### config.mk
export PLATFORM = sky130hd
export DESIGN_NAME = shift_unit
export DESIGN_NICKNAME = d
export VERILOG_FILES = /design/src/rtl/shift_pkg.sv /design/src/rtl/shift_step.sv /design/src/rtl/shift_unit.sv
export SDC_FILE = /design/constraint.sdc
export NUM_CORES = 1
export LEC_CHECK = 0
export CORE_MARGIN = 2
export CORE_UTILIZATION = 25
export CTS_CLUSTER_SIZE = 30
export DETAILED_ROUTE_END_ITERATION = 6
export PLACE_DENSITY_LB_ADDON = 0.12
export SYNTH_ARGS = -nofsm -noshare
export SYNTH_HDL_FRONTEND = slang
export SYNTH_SLANG_ARGS = --single-unit
### constraint.sdc
create_clock -name clk -period 2.4 [get_ports clk]
set_input_delay 0.48 -clock clk [delete_from_list [all_inputs] [get_ports clk]]
set_output_delay 0.48 -clock clk [all_outputs]
set_load 0.05 [all_outputs]
### src/rtl/shift_pkg.sv
// Shared encodings for the multi-cycle ALU shifter.
package shift_pkg;

    typedef enum logic [1:0] {
        OP_LSL = 2'b00,
        OP_LSR = 2'b01,
        OP_ASR = 2'b10,
        OP_ROR = 2'b11
    } shift_op_t;

    typedef enum logic [1:0] {
        ST_IDLE  = 2'b00,
        ST_SHIFT = 2'b01,
        ST_DONE  = 2'b10
    } state_t;

    // Bit positions inside the {N,Z,C,V} flag nibble.
    localparam int FLAG_N = 3;
    localparam int FLAG_Z = 2;
    localparam int FLAG_C = 1;
    localparam int FLAG_V = 0;

endpackage

### src/rtl/shift_step.sv
// One combinational shift pass of up to STEP positions; the top iterates it.
module shift_step
    import shift_pkg::*;
#(
    parameter int WIDTH = 32,
    parameter int STEP  = 4,
    parameter int CNT_W = $clog2(STEP + 1)
) (
    input  logic [1:0]       op,
    input  logic [WIDTH-1:0] value,
    input  logic [CNT_W-1:0] n,
    input  logic             carry_in,
    output logic [WIDTH-1:0] value_out,
    output logic             carry_out
);

    // Double-width scratch so the last bit shifted out lands at a fixed index.
    logic [2*WIDTH-1:0] wide;

    // Shift by n; with n == 0 the value and carry pass through untouched.
    always_comb begin
        wide      = '0;
        value_out = value;
        carry_out = carry_in;
        if (n != '0) begin
            case (shift_op_t'(op))
                OP_LSL: begin
                    wide      = {{WIDTH{1'b0}}, value} << n;
                    value_out = wide[WIDTH-1:0];
                    carry_out = wide[WIDTH];
                end
                OP_LSR: begin
                    wide      = {value, {WIDTH{1'b0}}} >> n;
                    value_out = wide[2*WIDTH-1:WIDTH];
                    carry_out = wide[WIDTH-1];
                end
                OP_ASR: begin
                    wide      = $signed({value, {WIDTH{1'b0}}}) >>> n;
                    value_out = wide[2*WIDTH-1:WIDTH];
                    carry_out = wide[WIDTH-1];
                end
                default: begin
                    // Rotate: low half of {v,v} >> n; carry mirrors the new MSB.
                    wide      = {value, value} >> n;
                    value_out = wide[WIDTH-1:0];
                    carry_out = wide[WIDTH-1];
                end
            endcase
        end
    end

endmodule

### src/rtl/shift_unit.sv
// Multi-cycle LSL/LSR/ASR/ROR unit with {N,Z,C,V} flag update and
// valid/ready handshakes on both the request and the result side.
module shift_unit
    import shift_pkg::*;
#(
    parameter int WIDTH = 32,
    parameter int STEP  = 4,
    parameter int AMT_W = 8
) (
    input  logic             clk,
    input  logic             rst_n,
    input  logic             start_valid,
    output logic             start_ready,
    input  logic [1:0]       op,
    input  logic [WIDTH-1:0] operand,
    input  logic [AMT_W-1:0] amount,
    input  logic             s,
    input  logic [3:0]       flag_in,
    output logic [WIDTH-1:0] result,
    output logic [3:0]       flag_out,
    output logic             done_valid,
    input  logic             done_ready
);

    localparam int CNT_W = $clog2(STEP + 1);
    // rem holds up to WIDTH+1 (the saturated linear shift count).
    localparam int REM_W = $clog2(WIDTH + 2);
    localparam logic [REM_W-1:0] STEP_R = REM_W'(STEP);

    state_t           state;
    logic [1:0]       op_q;
    logic [WIDTH-1:0] work;
    logic             carry_q;
    logic             s_q;
    logic [3:0]       flags_q;
    logic [REM_W-1:0] rem;

    logic [31:0]      amt_ext;
    logic [31:0]      eff;
    logic [CNT_W-1:0] n_step;
    logic             last;
    logic [WIDTH-1:0] step_val;
    logic             step_c;

    assign start_ready = (state == ST_IDLE);
    assign done_valid  = (state == ST_DONE);

    // Effective count: linear shifts saturate at WIDTH+1, rotates wrap mod WIDTH.
    always_comb begin
        amt_ext = 32'(amount);
        if (shift_op_t'(op) == OP_ROR)
            eff = amt_ext % WIDTH;
        else if (amt_ext > WIDTH + 1)
            eff = WIDTH + 1;
        else
            eff = amt_ext;
    end

    // Per-cycle step size and whether this pass finishes the operation.
    always_comb begin
        last   = (rem <= STEP_R);
        n_step = last ? CNT_W'(rem) : CNT_W'(STEP);
    end

    shift_step #(
        .WIDTH (WIDTH),
        .STEP  (STEP),
        .CNT_W (CNT_W)
    ) u_step (
        .op        (op_q),
        .value     (work),
        .n         (n_step),
        .carry_in  (carry_q),
        .value_out (step_val),
        .carry_out (step_c)
    );

    // Control FSM: latch request, iterate the step unit, hold result until taken.
    always_ff @(posedge clk or negedge rst_n) begin
        if (!rst_n) begin
            state    <= ST_IDLE;
            op_q     <= '0;
            work     <= '0;
            carry_q  <= 1'b0;
            s_q      <= 1'b0;
            flags_q  <= '0;
            rem      <= '0;
            result   <= '0;
            flag_out <= '0;
        end else begin
            case (state)
                ST_IDLE: begin
                    if (start_valid) begin
                        op_q    <= op;
                        work    <= operand;
                        s_q     <= s;
                        flags_q <= flag_in;
                        rem     <= REM_W'(eff);
                        // A non-zero rotate that wraps to 0 still reports the MSB as carry.
                        carry_q <= (shift_op_t'(op) == OP_ROR && amount != '0 && eff == '0)
                                   ? operand[WIDTH-1] : flag_in[FLAG_C];
                        state   <= ST_SHIFT;
                    end
                end
                ST_SHIFT: begin
                    work    <= step_val;
                    carry_q <= step_c;
                    rem     <= rem - REM_W'(n_step);
                    if (last) begin
                        state    <= ST_DONE;
                        result   <= step_val;
                        flag_out <= s_q ? {step_val[WIDTH-1], (step_val == '0), step_c, flags_q[FLAG_V]}
                                        : flags_q;
                    end
                end
                ST_DONE: begin
                    if (done_ready) state <= ST_IDLE;
                end
                default: state <= ST_IDLE;
            endcase
        end
    end

endmodule

Word level (Yosys, flattened, before mapping)
Index checks and enable logic that the tools add are counted.
- add/subtract/negate cells: 1
- $lt $le $gt $ge: 2
- shift-type cells: 4
- reductions and logical operators: 13
- eq/ne operators: 8
- muxes and demuxes: 19
- operators by type and width (operator ; number):
    2-to-1 mux 32 bit ; 3
    case mux 32 bit (3 select lines) ; 1
    zero test 32 bit ; 2
    case mux 32 bit (2 select lines) ; 1
    right shift 64 x 3 -> 32 bit ; 1
    right shift 64 x 3 -> 64 bit ; 1
    >>> shifter 64 x 3 -> 64 bit ; 1
    << shifter 32 x 3 -> 33 bit ; 1
    case mux 6 bit (2 select lines) ; 1
    > comparator 8 x 6 -> 1 bit, second input constant ; 1
    2-to-1 mux 8 bit ; 1
    nonzero test 8 bit ; 1
    == test 2 bit, second input constant ; 3
    less-or-equal comparator 6 x 3 -> 1 bit, second input constant ; 1
    2-to-1 mux 2 bit ; 3
    2-to-1 mux 6 bit ; 1
    case mux 2 bit (3 select lines) ; 1
    AND reduction 2 bit ; 3
    subtractor 6 x 3 -> 6 bit ; 1
    == test 2 x 1 -> 1 bit, second input constant ; 2
    zero test 2 bit ; 2
    2-to-1 mux 4 bit ; 1
    inequality test 2 bit, second input constant ; 2
    2-to-1 mux 1 bit ; 3
    8 further kinds ; 9
- bits of input ports: 51
- logic and storage cells: 56
- bits in registers: 84
- output and inout port bits: 38

Longest topological paths before layout
- word-level depth: 8
- gate-level depth with buffers: 13
- mapped depth without buffers: 9

Cells and area by module
Synthesis repeated with hierarchy kept, for this count alone.
- cell total of the unflattened synthesis: 727
- area, all modules: 6422.4 um2
- by module, submodules not included (module ; cells an instance ; sequential area each (um2) ; area an instance (um2) ; times used):
    shift_unit ; 329 ; 2102.0 ; 3602.2 ; 1
    shift_step ; 398 ; 0.0 ; 2820.2 ; 1

Least setup slack after synthesis
No wires, ideal clock.
- path kind: register -> register
- start: register rem[3]
- end: register flag_out[2]
- library setup time: 76 ps
- period minus slack after synthesis: 2669 ps
- cell stages (with the launch flop): 13
- buffers on the path: 3
- arrival: 2593 ps
- data required time: 2324 ps
- setup slack: -269 ps
- path through: dfrtp_1 > buf_6 > or3_1 > buf_6 > buf_8 > a2111oi_4 > nor3_1 > a311oi_2 > nand2_1 > a2111o_1 > nor4_1 > nand4b_1 > o21ai_1
- cells in the longest elaborated chain, start to end: 7
- elaborated cells between the ends (all ways): 12
- classes of those cells: order compare: 1; shift: 4; mux: 4; reduce/logical: 3
- ends and longest elaborated chain (element ; line ; RTL):
    from (decl) ; shift_unit.sv:36 ; logic [REM_W-1:0] rem;
    from (signal assigned) ; shift_unit.sv:98 ; rem <= REM_W'(eff);
    from (signal assigned) ; shift_unit.sv:108 ; rem <= rem - REM_W'(n_step);
    less-or-equal comparator 6 x 3 -> 1 bit (*) ; shift_unit.sv:61 ; last = (rem <= STEP_R);
    2-to-1 mux 3 bit ; shift_unit.sv:62 ; n_step = last ? CNT_W'(rem) : CNT_W'(STEP);
    right shift 64 x 3 -> 32 bit, or another cell as far along ; shift_step.sv:44 ; wide = {value, value} >> n;
    case mux 32 bit (3 select lines) ; shift_step.sv:26 ; case (shift_op_t'(op))
    2-to-1 mux 32 bit ; shift_step.sv:25 ; if (n != '0) begin
    zero test 32 bit ; shift_unit.sv:112 ; flag_out <= s_q ? {step_val[WIDTH-1], (step_val == '0), step_c, flags_q[FLAG_V]}
    2-to-1 mux 4 bit ; shift_unit.sv:112 ;
    to (signal assigned) ; shift_unit.sv:112 ;
    to (decl) ; shift_unit.sv:20 ; output logic [3:0] flag_out,
Mark *: on every way between the ends. The rest lies on a longest branch, timed or not.
A chain may end at the register's enable or synchronous reset.

Final worst setup path
- start: register rem[5]
- end: register flag_out[2]
The elaborated chain is that of the path after synthesis.

==> metrics.md <==
| Metric | Value |
|---|---|
| Compound-gate portion of the synthesized area | 32.8% |
| CP Data Required Time | 2690 ps |
| Synth Warn # | 0 |
| Syn Area/Cell | 7.51 um2 |
| Failing checks | negative setup slack |
| Largest net degree at the start of global routing | 85 |
| Post-Layout Inst Area | 11100 um2 |
| Most common cell after layout, fill and taps aside | buf_4 |
| DP HPWL | 24400 um |
| Worst rel slew slack | 62.3% |
| Setup crit start | rem[5] |
| Dpl ws | -905 ps |
| Number of synthesized flops with an enable pin | 0 |
| GRT Residual Overflow | 0 |
| Utilization after layout | 42.7% |
| WP buf/inv | 1 |
| # placed instances | 1431 |
| Clk slew on worst S/H paths | 80 ps |
| Final worst slack | -545 ps |
| CTS Hold Bufs | 0 |
| Area contributors post-synth | dfrtp_1 32%, nand2_1 9.2%, o21ai_0 7.0% |
| Unrepaired setup endpoints after global routing | yes |
| # IOs | 89 |
| Synthesized flop and latch total | 84 |
| CP delay by family, top | simple AND/OR/NAND/NOR gates |
| Final layout net count | 1203 |
| Initial core utilization | 25.4% |
| Period utilisation layout | 123% |
| Status | finished with violations |
| Slew Limit Fails | 0 |
| Gpl congestion | 0.933 |
| Max-Cap Viols | 0 |
| Crit path launch type | flip-flop |
| Clock Tree Root | clkbuf_16 |
| Post-synthesis mux area share | 5.51% |
| Die Span Y | 167 um |
| Max Root-Sink Buffers | 2 |
| Main combinational cell family by area after synthesis | compound AO/OA/AOI/OAI gates |
| Final hold violation count | 0 |
| Initial antenna violation count | 1 |
| Top_reg_cell synth | dfrtp_1 |
| Area growth from synthesis to layout | 67.6% |
| Clk Latency, worst-skew pair | 370 ps |
| Core ar. | 26000 um2 |
| Drt wl/cell | 22.9 um |
| WP data arrival | 3240 ps |
| Post-synthesis sequential area ratio | 31.8% |
| Reg2Reg Depth | 10 |
| Area share of the largest cell type after synthesis | 31.8% |
| Adder-Cell Fraction of Synth Area | 0.189% |
| # setup viols final | 31 |
| Post-synth ARST share | 100% |
| Drt drc | 0 |
| Number of global-route vias before repair | 8084 |
| CP max stage delay | 600 ps |
| I/O Buffers | 88 |
| Placed inst area | 9340 um2 |
| TritonCTS buffer count | 9 |
| Htree depth | 3 |
| Cell with the largest stage delay on the worst path | or4_4 |
| Crit-path max FO | 4 |
| Synthesized cell area | 6610 um2 |
| Synth Area in Simple Gates | 22.3% |
| Post-Syn Instances | 880 |
| Worst Tran Pin Value | 565 ps |
| Drt via density | 5.59 |
| Min cycle time layout | 2950 ps |
| Pre-antenna DRT Iters | 5 |
| CP endpoint | flag_out[2] |
| Most frequent cells in the layout | 207 x buf_4, 143 x nand2_1, 87 x clkdlybuf4s50_1, 82 x dfrtp_1, 55 x buf_6 |
| Post-synthesis xor/xnor area fraction | 0% |
| CP Class | reg2reg |
| F_max | 0.340 GHz |
| Vias | 8337 |
| FF-to-FF setup slack | -550 ps |
| Final non-filler cell total | 1492 |
| Total GRT Usage | 24.0% |
| R2r endpoint | flag_out[2] |
| Layout Skew | 14.1 ps |
| Worst Hold Class | in2async |
| Width of the chip | 167 um |
| CTS tree | yes |
| Syn Nets | 932 |
| Crit-path cells | or4_4 > nor2_4 > buf_12 > a211oi_1 > a311oi_2 > nand2_1 > a2111o_1 > nor4_4 > nand4b_1 > o21ai_1 |
| Core Rows | 59 |
| DRT antenna net count | 0 |
| Die area | 27800 um2 |
| Reg2reg start | rem[5] |
| DRT iter0 DRCs | 807 |
| Post-synth top area cell | dfrtp_1 |
| Netlist cell types | 74 |
| Share of post-route cells with drive strength above 1 | 40.7% |
| Crit path depth | 10 |
| First-pass GRT wire length | 51300 um |
| Clock Sinks | 84 |
| Drt total wl | 34200 um |
| Crit. End Element | flip-flop |
-- cells in the mapped netlist, drive strengths merged, types with 5 or more instances --
master and count:
nand2 163, a21oi 54, inv 7, nor4 9, nor2 59, nand2b 5
o31ai 8, nand3 25, nand4 5, o211ai 5, and3 7, a211oi 31
o221ai 5, nor2b 9, a21boi 6, mux2i 24, a2111oi 7, a22oi 36
clkbuf 75, a32oi 6, mux2 9, o21ai 96, a311oi 7, a31oi 22
o22ai 7, buf 29, nor3 18, a21o 5, dfrtp 84, and2 5
-- per-stage QoR --
step | hold WS, ps | setup TNS, ps
3_5_place_dp | 462 | -7940
4_1_cts | 164 | -2420
5_1_grt | 175 | -6180
2_1_floorplan | 184 | -179
3_3_place_gp | 458 | -7810
6_report | 82.9 | -3010
-- final cells by class --
| cell class | count | area [um2] |
|---|---|---|
| antenna | 1 | 2.50 |
| clock buffer | 10 | 229 |
| clock inverter | 6 | 52.6 |
| fill | 2693 | 14900 |
| inverter | 7 | 26.3 |
| multi-input combinational | 685 | 4900 |
| sequential | 84 | 2100 |
| tap | 335 | 419 |
| timing repair buffer | 364 | 3340 |
-- cells by family after synthesis --
family,after synthesis
flops,84
other cells,1
simple gates,324
mux,34
buf+inv,111
fa+ha+maj,1
compound gates,325
-- routing by layer --
layer | track usage, % | vias up | share of wire [%]
li1 | - | 3801 | -
met1 | 34.7 | 4131 | 46
met2 | 37.2 | 351 | 45
met3 | 3.52 | 54 | 6.9
met4 | 6.97 | 0 | 2.2
met5 | 0 | - | 0
-- worst register-to-register path, stage by stage, from the launching register on --
cell and delay [ps]:
dfrtp_1 410, or4_4 600, nor2_4 230, buf_12 140, a211oi_1 90, a311oi_2 250, nand2_1 80, a2111o_1 430
nor4_4 350, nand4b_1 150, o21ai_1 140
-- how the worst min path moves through the flow --
stage / startpoint / to / slack, ps
2_1_floorplan: rst_n / carry_q / 180
3_3_place_gp: flags_q[0] / flag_out[0] / 460
3_5_place_dp: flags_q[0] / flag_out[0] / 460
4_1_cts: rst_n / work[10] / 160
5_1_grt: rst_n / work[12] / 170
6_report: rst_n / work[10] / 80
-- sequential cells by signal (all words and copies together), names as in the netlist --
| register | cells |
|---|---|
| state | 2 |
| op_q | 2 |
| result | 32 |
| flags_q | 4 |
| carry_q | 1 |
| s_q | 1 |
| work | 32 |
| rem | 6 |
| flag_out | 4 |
-- repair_timing --
action | 4_1_cts | 5_1_grt
pin swaps | 59 | 48
gates resized for setup | 145 | 158
endpoints found under the hold margin | 0 | 0
cloned | 2 | 0
endpoints found under the setup margin | 52 | 67
buffers inserted | 35 | 27
Power is not shown: default switching activity piles up to over one toggle a cycle in this logic, so the estimate is an artifact.
